===== src/rtl/inst_fetch_if.sv =====
// Fetch-stage bus: ROM read port, decoded-instruction handshake toward execute,
// and the committed next-IP return path.
interface inst_fetch_if;
    logic       rom_en;
    logic [3:0] rom_addr;
    logic [7:0] rom_data;
    logic       inst_valid;
    logic       inst_ready;
    logic [3:0] opecode;
    logic [3:0] imm;
    logic       illegal;
    logic [3:0] next_ip;
    logic       next_ip_valid;

    modport master (
        output rom_en, rom_addr, inst_valid, opecode, imm, illegal,
        input  rom_data, inst_ready, next_ip, next_ip_valid
    );

    modport slave (
        input  rom_en, rom_addr, inst_valid, opecode, imm, illegal,
        output rom_data, inst_ready, next_ip, next_ip_valid
    );
endinterface


===== src/rtl/inst_fetch.sv =====
// Fetch/decode stage: tick-paced ROM fetch, opecode/imm split, valid/ready to execute.
// Optional single-step gating of fetch issue is enabled with `define STEP_INST_EN.
module inst_fetch #(
    parameter int CLK_DIV = 1,
    parameter int ROM_LAT = 1
) (
    input  logic clk,
    input  logic rst,
    input  logic step,
    inst_fetch_if.master bus
);

    typedef enum logic [3:0] {
        ADD_A_IMM = 4'h0, MOV_A_B   = 4'h1, IN_A      = 4'h2, MOV_A_IMM = 4'h3,
        MOV_B_A   = 4'h4, ADD_B_IMM = 4'h5, IN_B      = 4'h6, MOV_B_IMM = 4'h7,
        OUT_B     = 4'h9, OUT_IMM   = 4'hB, JNC_IMM   = 4'hE, JMP_IMM   = 4'hF
    } opecode_e;

    typedef enum logic [2:0] {WAIT_TICK, ISSUE, WAIT_ROM, HOLD, WAIT_IP} state_e;

    localparam int CNT_W = (CLK_DIV > 1) ? $clog2(CLK_DIV) : 1;

    state_e           state_q, state_d;
    logic [CNT_W-1:0] cnt_q, cnt_d;
    logic [1:0]       lat_q, lat_d;
    logic [3:0]       ip_q, ip_d;
    logic [3:0]       opc_q, opc_d;
    logic [3:0]       imm_q, imm_d;
    logic             ill_q, ill_d;
    logic             tick;
    logic             go;
    logic             raw_illegal;

    assign tick  = (cnt_q == CNT_W'(CLK_DIV - 1));
    assign cnt_d = tick ? '0 : cnt_q + CNT_W'(1);

`ifdef STEP_INST_EN
    // sync_q[1:0] is the synchronizer, sync_q[2] the previous synchronized level.
    logic [2:0] sync_q, sync_d;
    logic       pend_q, pend_d;

    assign go = tick && pend_q;

    always_comb begin
        sync_d = {sync_q[1], sync_q[0], step};
        pend_d = pend_q || (sync_q[1] && !sync_q[2]);
        if (state_q == WAIT_TICK && go) begin
            pend_d = 1'b0;
        end
    end

    always_ff @(posedge clk or posedge rst) begin
        if (rst) begin
            sync_q <= '0;
            pend_q <= 1'b0;
        end else begin
            sync_q <= sync_d;
            pend_q <= pend_d;
        end
    end
`else
    logic unused_step;
    assign unused_step = step;
    assign go          = tick;
`endif

    always_comb begin
        case (bus.rom_data[7:4])
            ADD_A_IMM, MOV_A_B, IN_A, MOV_A_IMM, MOV_B_A, ADD_B_IMM,
            IN_B, MOV_B_IMM, OUT_B, OUT_IMM, JNC_IMM, JMP_IMM: raw_illegal = 1'b0;
            default:                                           raw_illegal = 1'b1;
        endcase
    end

    // NOTE: every output of a combinational block gets a default first so no path infers a latch.
    always_comb begin
        state_d = state_q;
        lat_d   = lat_q;
        ip_d    = ip_q;
        opc_d   = opc_q;
        imm_d   = imm_q;
        ill_d   = ill_q;
        case (state_q)
            WAIT_TICK: if (go) state_d = ISSUE;
            ISSUE: begin
                lat_d   = 2'd1;
                state_d = WAIT_ROM;
            end
            WAIT_ROM: begin
                if (lat_q == 2'(ROM_LAT)) begin
                    opc_d   = bus.rom_data[7:4];
                    imm_d   = bus.rom_data[3:0];
                    ill_d   = raw_illegal;
                    state_d = HOLD;
                end else begin
                    lat_d = lat_q + 2'd1;
                end
            end
            HOLD:    if (bus.inst_ready) state_d = WAIT_IP;
            WAIT_IP: begin
                if (bus.next_ip_valid) begin
                    ip_d    = bus.next_ip;
                    state_d = WAIT_TICK;
                end
            end
            default: state_d = WAIT_TICK;
        endcase
    end

    // NOTE: state registers use non-blocking assignment so all flops update from pre-edge values.
    always_ff @(posedge clk or posedge rst) begin
        if (rst) begin
            state_q <= WAIT_TICK;
            cnt_q   <= '0;
            lat_q   <= '0;
            ip_q    <= '0;
            opc_q   <= '0;
            imm_q   <= '0;
            ill_q   <= 1'b0;
        end else begin
            state_q <= state_d;
            cnt_q   <= cnt_d;
            lat_q   <= lat_d;
            ip_q    <= ip_d;
            opc_q   <= opc_d;
            imm_q   <= imm_d;
            ill_q   <= ill_d;
        end
    end

    assign bus.rom_en     = (state_q == ISSUE);
    assign bus.rom_addr   = ip_q;
    assign bus.inst_valid = (state_q == HOLD);
    assign bus.opecode    = opc_q;
    assign bus.imm        = imm_q;
    assign bus.illegal    = ill_q;

endmodule

===== src/flat_wrapper.sv =====
// flat-port wrapper written by rule: the top's interface ports become plain ports
module inst_fetch_flat 
#(
    parameter int CLK_DIV = 1,
    parameter int ROM_LAT = 1
)
  (clk, rst, step, bus_rom_en, bus_rom_addr, bus_inst_valid, bus_opecode, bus_imm, bus_illegal, bus_rom_data, bus_inst_ready, bus_next_ip, bus_next_ip_valid);
  inst_fetch_if bus_i ();
  input  logic clk;
  input  logic rst;
  input  logic step;
  output wire logic [$bits(bus_i.rom_en)-1:0] bus_rom_en;
  output wire logic [$bits(bus_i.rom_addr)-1:0] bus_rom_addr;
  output wire logic [$bits(bus_i.inst_valid)-1:0] bus_inst_valid;
  output wire logic [$bits(bus_i.opecode)-1:0] bus_opecode;
  output wire logic [$bits(bus_i.imm)-1:0] bus_imm;
  output wire logic [$bits(bus_i.illegal)-1:0] bus_illegal;
  input wire logic [$bits(bus_i.rom_data)-1:0] bus_rom_data;
  input wire logic [$bits(bus_i.inst_ready)-1:0] bus_inst_ready;
  input wire logic [$bits(bus_i.next_ip)-1:0] bus_next_ip;
  input wire logic [$bits(bus_i.next_ip_valid)-1:0] bus_next_ip_valid;
  assign bus_rom_en = bus_i.rom_en;
  assign bus_rom_addr = bus_i.rom_addr;
  assign bus_inst_valid = bus_i.inst_valid;
  assign bus_opecode = bus_i.opecode;
  assign bus_imm = bus_i.imm;
  assign bus_illegal = bus_i.illegal;
  assign bus_i.rom_data = bus_rom_data;
  assign bus_i.inst_ready = bus_inst_ready;
  assign bus_i.next_ip = bus_next_ip;
  assign bus_i.next_ip_valid = bus_next_ip_valid;
  inst_fetch #(.CLK_DIV(CLK_DIV), .ROM_LAT(ROM_LAT)) u_core (.clk(clk), .rst(rst), .step(step), .bus(bus_i));
endmodule

===== config.mk =====
export PLATFORM = sky130hd
export DESIGN_NAME = inst_fetch_flat
export DESIGN_NICKNAME = d
export VERILOG_FILES = /design/src/rtl/inst_fetch_if.sv /design/src/rtl/inst_fetch.sv /design/src/flat_wrapper.sv
export SDC_FILE = /design/constraint.sdc
export NUM_CORES = 1
export LEC_CHECK = 0
export CORE_ASPECT_RATIO = 0.6
export CORE_MARGIN = 2
export CORE_UTILIZATION = 35
export DETAILED_ROUTE_END_ITERATION = 10
export GPL_ROUTABILITY_DRIVEN = 0
export PLACE_DENSITY = 0.75
export SLEW_MARGIN = 20
export SYNTH_ARGS = -nofsm -noshare
export SYNTH_HDL_FRONTEND = slang
export SYNTH_SLANG_ARGS = --single-unit
export TNS_END_PERCENT = 20

===== constraint.sdc =====
create_clock -name clk -period 1.85 [get_ports clk]
set_input_delay 0.2775 -clock clk [delete_from_list [all_inputs] [get_ports clk]]
set_output_delay 0.2775 -clock clk [all_outputs]
set_load 0.05 [all_outputs]

* Word level (Yosys, flattened, before mapping) *
Memory sizes are Yosys's and may differ from the RTL's. A register that Yosys moved wholly into a read port is not among the register bits.
Cells that the tools add are included.
Widths: inputs -> output; s select.

operators by class
  bitwise logic cells = 0
  add/subtract/negate cells = 2
  reduce and logical (&&, ||, !) cells = 6
  mux-type cells = 8
  multipliers = 0
  equal/unequal tests = 10
  order comparisons = 0
  divide/modulo/power cells = 0
  shifts and indexed selects = 0

operators with widths
  kind                 count
  $pmux 3 s5           1
  $mux 3               4
  $eq 3x2->1 const B   2
  $ne 2x2->1 const B   3
  $reduce_and 2->1     3
  $ne 2x1->1 const B   2
  $pmux 2 s2           1
  $reduce_and 4->1     1
  $eq 3x1->1 const B   1
  $eq 3x3->1 const B   1
  $logic_not 3->1      1
  $add 2x1->2 const B  1
  $eq 2x1->1 const B   1
  $mux 2               1
  $reduce_bool 2->1    1
  $add 1x1->1 const B  1
  $mux 1               1

storage, ports and cells
  output and inout bits = 15
  RAM bits = 0
  flip-flop bits (word level) = 18
  memories = 1
  input port bits = 17
  bits in latches = 0
  memory bits (read-only) = 16

memory list
  memory           words  bits a word  read ports  clocked after Yosys merged registers in  write ports  RTL line          source
  (no name shown)  16     1            1           1                                        0            inst_fetch.sv:68  case (bus.rom_data[7:4])

* Depth between registers and ports, before layout *
Gate-level depths: netlist (run 1).

  depth in word-level cells = 3
  depth in mapped cells = 6

* Least setup slack after synthesis (run 1) *
No wires, ideal clock.

  path kind = reg-to-output
  start = reg u_core.state_q[2]
  end = out bus_inst_valid
  path buffers = 1
  stages on the path, launching flop included = 4
  slack = 0.259 ns
  arrival = 1.313 ns
  cells stage by stage = dfrtp_1 -> buf_4 -> nand2b_1 -> nor2_1

between the ends
  cells in the longest elaborated chain, start to end = 1

ends and longest elaborated chain
  element                 RTL line            source
  start, declared         inst_fetch.sv:23    state_e state_q, state_d;
  start signal, assigned  inst_fetch.sv:121   state_q <= state_d;
  $eq 3x2->1              inst_fetch.sv:133   assign bus.inst_valid = (state_q == HOLD);
  end, declared           flat_wrapper.sv:14  output wire logic [$bits(bus_i.inst_valid)-1:0] bus_inst_valid;

Every way passes these cells.

* Worst setup path in the final report (run 1) *
  start = reg u_core.ill_q (netlist: u_core.bus.illegal)
  end = out bus_illegal

RTL lines
  element          RTL line            source
  start, declared  inst_fetch.sv:29    logic ill_q, ill_d;
  end, declared    flat_wrapper.sv:17  output wire logic [$bits(bus_i.illegal)-1:0] bus_illegal;

No word-level cell between the ends.

==> qor.csv, run 1 <==
metric;value;unit
Final Slew Violations;0;
FF+latch count, synth;18;
std cell rows;13;
die area;2860;um2
vias in the first global route;600;
IR drop worst, VDD;1.10;mV
io pins;32;
drt initial violations;38;
Comb power frac;59.7;%
total of warnings raised by yosys;0;
slowest CP cell;clkdlybuf4s50_1;
worst-path fanout max;2;
min cycle time layout;1.71;ns
Clk pwr share;12.0;%
Tightest Pin Transition;0.501;ns
sum of negative setup slack;0;ns
leakage power;0.000558;uW
Async SR Flop Fraction;100;%
drt via density;4.71;
final net count;116;
Post CTS Setup Buffer Count;0;
layout cells sized above 1;18.6;%
WL per Instance;13.1;um
core area;2230;um2
clock sinks;18;
post-DP HPWL;1.23;mm
Sequential Power Share;28.2;%
Int Pwr;1480;uW
clock skew;0.00366;ns
antenna viol nets, final;0;
Post-DP Area;1190;um2
Synth Net Count;84;
syn avg cell area;12.9;um2
Initial Util;38.3;%
n_diodes;0;
CP Cell Sequence;clkdlybuf4s50_1;
Clock transition at path regs;0.07;ns
WP data arrival;1.43;ns
EDFF count, synth;0;
First-pass DRT Iterations;3;
Top FF cell, synth;dfrtp_1;
Worst Setup Path Type;reg -> out;
CP endpoint kind;output port;
grt total ovfl;0;
clock latency on the worst-skew pair;0.25;ns
R2R depth;5;
Synth cell types;26;
largest net degree at the start of global routing;19;
fmax;585;MHz
Crit Reg-Reg Endpoint;u_core.bus.opecode[0]$_DFFE_PP0P_;
Max stage delay on crit path;0.81;ns
relative slew slack;66.5;%
Die Span Y;42.2;um
Total GRT Usage;13.4;%
CTS tree;done;
Syn Inst Count;66;
Die X;67.7;um
top post-synthesis cells by area;dfrtp_1, mux2_4, mux2_1, nor4bb_4, buf_4;
mapped cell area;853;um2
dominant cell by count in the synthesized netlist;dfrtp_1;
Max-Cap Viols;0;
area leader, netlist;dfrtp_1;
fin area;1240;um2
Via Count;598;
first-pass GRT wire length;2.77;mm
WP buf/inv;1;
Hold Violations, Final;0;
share of the synthesized area in the top cell type;52.8;%
Cell Pwr Density;2140;nW/um2
R2R Setup Slk;0.28;ns
Startpoint Class;flip-flop;
fillcell total;174;
share of the cycle needed by the critical path after routing;92.5;%
Residual DRC;0;
top cells by count, synth;dfrtp_1, mux2_4, inv_1, mux2_1, nor2_1;
Sw Share;44.4;%
WL final;1.66;mm
Overall Power;2660;uW
P_sw;1180;uW
status;finished clean;
post-CTS sizing;0;
clock buffer depth;2;
register area share after synthesis;52.8;%
Root Driver;clkbuf_8;
H-tree Lvls;1;
CTS buffer count;3;
worst min path class;in -> async;
Top delay family on crit path;buffers and inverters;
initial antenna violation count;0;
area delta synth->final;45.6;%
hold_buf cts;0;
Req. time, crit path;1.57;ns
RSZ-0062 raised after global routing;false;
RR Startpoint;u_core.lat_q[1]$_DFFE_PP0P_;
IO buf count;30;
Final Setup Violations;0;
how the worst max path moves through the flow:
stage / to / depth (start not counted) / slack (ns) / start
global placement: u_core.bus.opecode[0]$_DFFE_PP0P_ / 5 / 0.35 / u_core.lat_q[1]$_DFFE_PP0P_
finish: bus_illegal / 1 / 0.14 / u_core.bus.illegal$_DFFE_PP0P_
CTS: bus_illegal / 1 / 0.12 / u_core.bus.illegal$_DFFE_PP0P_
detailed placement: u_core.bus.imm[0]$_DFFE_PP0P_ / 5 / 0.29 / u_core.lat_q[1]$_DFFE_PP0P_
floorplan: bus_inst_valid / 3 / 0.26 / u_core.state_q[2]$_DFFE_PP0P_
global route: bus_illegal / 1 / 0.07 / u_core.bus.illegal$_DFFE_PP0P_
layout by cell type, fill, tap and decap left out:
cell type	count
a21oi_1	1
a22oi_1	1
and3_1	2
buf_12	2
buf_4	2
clkbuf_8	4
clkdlybuf4s50_1	28
dfrtp_1	18
ha_1	1
inv_1	5
mux2_1	4
mux2_2	1
mux2_4	8
mux2i_1	1
nand2_1	3
nand2b_1	1
nand3_1	1
nor2_1	4
nor2b_1	1
nor3_1	2
nor4_1	1
nor4bb_4	1
o21ai_1	1
o21bai_1	1
o22a_1	1
o22ai_1	1
o2bb2ai_1	1
metal layers:
metal	share of wire (%)	wire, um	vias to the layer above	global-route usage (%)
met3	8.7	144	2	6.99
met5	0	0	-	0
met1	45	749	282	17.0
li1	-	-	288	-
met4	0.66	11	0	1.63
met2	45	755	26	20.8
area by class of cell:
class | count | area (um2) | share of cell area, %
clock buffers | 4 | 55.1 | 4.43
inverters | 5 | 18.8 | 1.51
multi-input cells | 38 | 345 | 27.8
flip-flops and latches | 18 | 450 | 36.3
well taps | 30 | 37.5 | 3.02
repair buffers | 32 | 335 | 27.0
registers in the layout (all words and copies together) (netlist names):
register / count
u_core.bus.imm: 4
u_core.bus.illegal: 1
u_core.bus.opecode: 4
u_core.state_q: 3
u_core.bus.rom_addr: 4
u_core.lat_q: 2
per-stage QoR:
stage / hold slack, ns / setup slack (ns) / cells / utilization [%]
final: 0.327 / 0.139 / 127 / 55.8
after floorplan: 0.216 / 0.259 / 66 / -
after detailed placement: 0.477 / 0.288 / 123 / 53.3
after global placement: 0.466 / 0.351 / 123 / 53.3
after CTS: 0.333 / 0.124 / 127 / 55.8
after global routing: 0.363 / 0.0696 / 127 / 55.8
kinds of logic (layout without fill, tap and decap cells):
group / count (synthesis) / count (layout) / synth area share, %
simple gates: 16 / 16 / 11.4
mux: 14 / 14 / 21.8
fa+ha+maj: 1 / 1 / 1.47
buf+inv: 10 / 41 / 6.74
compound gates: 7 / 7 / 5.72
flops: 18 / 18 / 52.8
power by group through the flow:
stage | Sequential [uW] | Combinational [uW] | Clock (uW)
final | 752 | 1590 | 320
after global routing | 788 | 1680 | 358
after CTS | 753 | 1600 | 328
after detailed placement | 753 | 1600 | 0
after global placement | 746 | 1570 | 0
after floorplan | 1160 | 719 | 0
Note: power is estimated with default switching activity, not from simulation.
==> run 2, diff against run 1 <==
- CORE_ASPECT_RATIO: 0.6 -> unset
- CORE_UTILIZATION: 35 -> 42
- GPL_TIMING_DRIVEN: unset -> 1
- PLACE_DENSITY: 0.75 -> 0.86
==> qor.csv, run 2 (synthesized netlist as in run 1, its figures left out) <==
metric;value;unit;change
status;finished clean;;
sum of negative setup slack;0;ns;unchanged
CTS buffer count;3;;unchanged
hold_buf cts;0;;unchanged
core area;1940;um2;-13%
n_diodes;0;;unchanged
Via Count;584;;-2.3%
Tightest Pin Transition;0.653;ns;+0.152 ns
Initial Util;43.9;%;+5.7 points
CP Cell Sequence;clkdlybuf4s50_1;;
post-DP HPWL;1.32;mm;+7.4%
share of the cycle needed by the critical path after routing;94.4;%;+2.0 points
Root Driver;clkbuf_4;;
fmax;572;MHz;-2.1%
IR drop worst, VDD;1.17;mV;+6.2%
io pins;32;;unchanged
Max stage delay on crit path;0.82;ns;about the same
Hold Violations, Final;0;;unchanged
area delta synth->final;42.1;%;
post-CTS sizing;0;;unchanged
fin area;1210;um2;-2.4%
Top delay family on crit path;buffers and inverters;;
H-tree Lvls;1;;unchanged
Startpoint Class;flip-flop;;
CTS tree;done;;
clock latency on the worst-skew pair;0.29;ns;+0.04 ns
final net count;115;;-0.86%
leakage power;0.000546;uW;-2.3%
relative slew slack;56.4;%;-10 points
Cell Pwr Density;2120;nW/um2;-1.0%
antenna viol nets, final;0;;unchanged
slowest CP cell;clkdlybuf4s50_1;;
largest net degree at the start of global routing;19;;unchanged
CP endpoint kind;output port;;
most common cell after layout, fill and taps aside;clkdlybuf4s50_1;;
Residual DRC;0;;unchanged
worst-path fanout max;2;;unchanged
Die X;49.1;um;-28%
Max-Cap Viols;0;;unchanged
Final Slew Violations;0;;unchanged
IO buf count;30;;unchanged
Clock transition at path regs;0.09;ns;+0.02 ns
WP buf/inv;1;;unchanged
drt initial violations;6;;-84%
Total GRT Usage;15.8;%;+2.4 points
initial antenna violation count;0;;unchanged
vias in the first global route;661;;+10%
commonest cells after routing, fill and taps aside;clkdlybuf4s50_1, dfrtp_1, mux2_4;;
first-pass GRT wire length;2.88;mm;+3.8%
die area;2410;um2;-16%
worst min path class;in -> async;;
layout cells sized above 1;17.7;%;-0.85 points
WL per Instance;13.2;um;+0.89%
clock sinks;18;;unchanged
RSZ-0062 raised after global routing;false;;
Req. time, crit path;1.57;ns;about the same
clock buffer depth;2;;unchanged
Worst Setup Path Type;reg -> out;;
Post-DP Area;1180;um2;-0.95%
drt via density;4.75;;+0.83%
std cell rows;16;;+3
Die Span Y;49.1;um;+16%
First-pass DRT Iterations;4;;+1
min cycle time layout;1.75;ns;+0.0366 ns
Final Setup Violations;0;;unchanged
WL final;1.62;mm;-2.3%
Post CTS Setup Buffer Count;0;;unchanged
grt total ovfl;0;;unchanged
clock skew;0.000576;ns;-0.00308 ns
R2R Setup Slk;0.30;ns;+0.02 ns
WP data arrival;1.47;ns;+0.04 ns
[run 2: cell count changes in the layout (fill, tap and decap cells not counted), sizes merged]
cell / previous run / this run
buf: 4 / 3
[run 2: layer usage]
metal  wire [um]  part of all wire, %  GRT usage, %  vias to the layer above
li1            -                    -             -                      286
met4          21                  1.3          6.67                        0
met3          60                  3.7          2.45                        2
met1         652                   40          17.8                      281
met5           0                    0             0                        -
met2         889                   55          29.3                       15
[run 2: layout make-up]
class	count	area (um2)
tap	27	33.8
clock buffer	4	36.3
fill	173	729
timing repair buffer	31	328
multi-input combinational	38	345
inverter	5	18.8
sequential	18	450
[run 2: worst paths after layout]
path | depth (start not counted) | from | to
max in group asynchronous | 2 | rst | u_core.bus.opecode[0]$_DFFE_PP0P_
worst min register to register | 1 | u_core.bus.rom_addr[3]$_DFFE_PP0P_ | u_core.bus.rom_addr[3]$_DFFE_PP0P_
worst min-delay path | 2 | rst | u_core.bus.rom_addr[0]$_DFFE_PP0P_
worst max register to register | 5 | u_core.lat_q[1]$_DFFE_PP0P_ | u_core.bus.imm[1]$_DFFE_PP0P_
worst max-delay path | 1 | u_core.bus.imm[2]$_DFFE_PP0P_ | bus_imm[2]
min in group clk | 1 | u_core.bus.rom_addr[3]$_DFFE_PP0P_ | u_core.bus.rom_addr[3]$_DFFE_PP0P_
[run 2: through the flow]
step / worst slack [ns] / hold WS, ns / total power (uW) / std cells / utilization [%]
after floorplan: 0.259 / 0.216 / 1880 / 66 / -
after global placement: 0.350 / 0.467 / 2310 / 119 / 60.6
after detailed placement: 0.313 / 0.475 / 2350 / 119 / 60.6
after CTS: 0.0808 / 0.394 / 2600 / 123 / 62.4
after global routing: 0.0583 / 0.435 / 2730 / 123 / 62.4
final: 0.103 / 0.381 / 2570 / 123 / 62.4
[run 2: power by group]
group	switching [uW]	leakage, uW	internal [uW]
Clock	114	0.0000210	120
Combinational	885	0.000306	707
Sequential	163	0.000219	582
Total	1160	0.000546	1410
==> run 3, diff against run 2 <==
- CTS_CLUSTER_SIZE: unset -> 40
==> results of run 3 <==
Same layout as run 2: the final DEF is identical, and so are final timing and power.
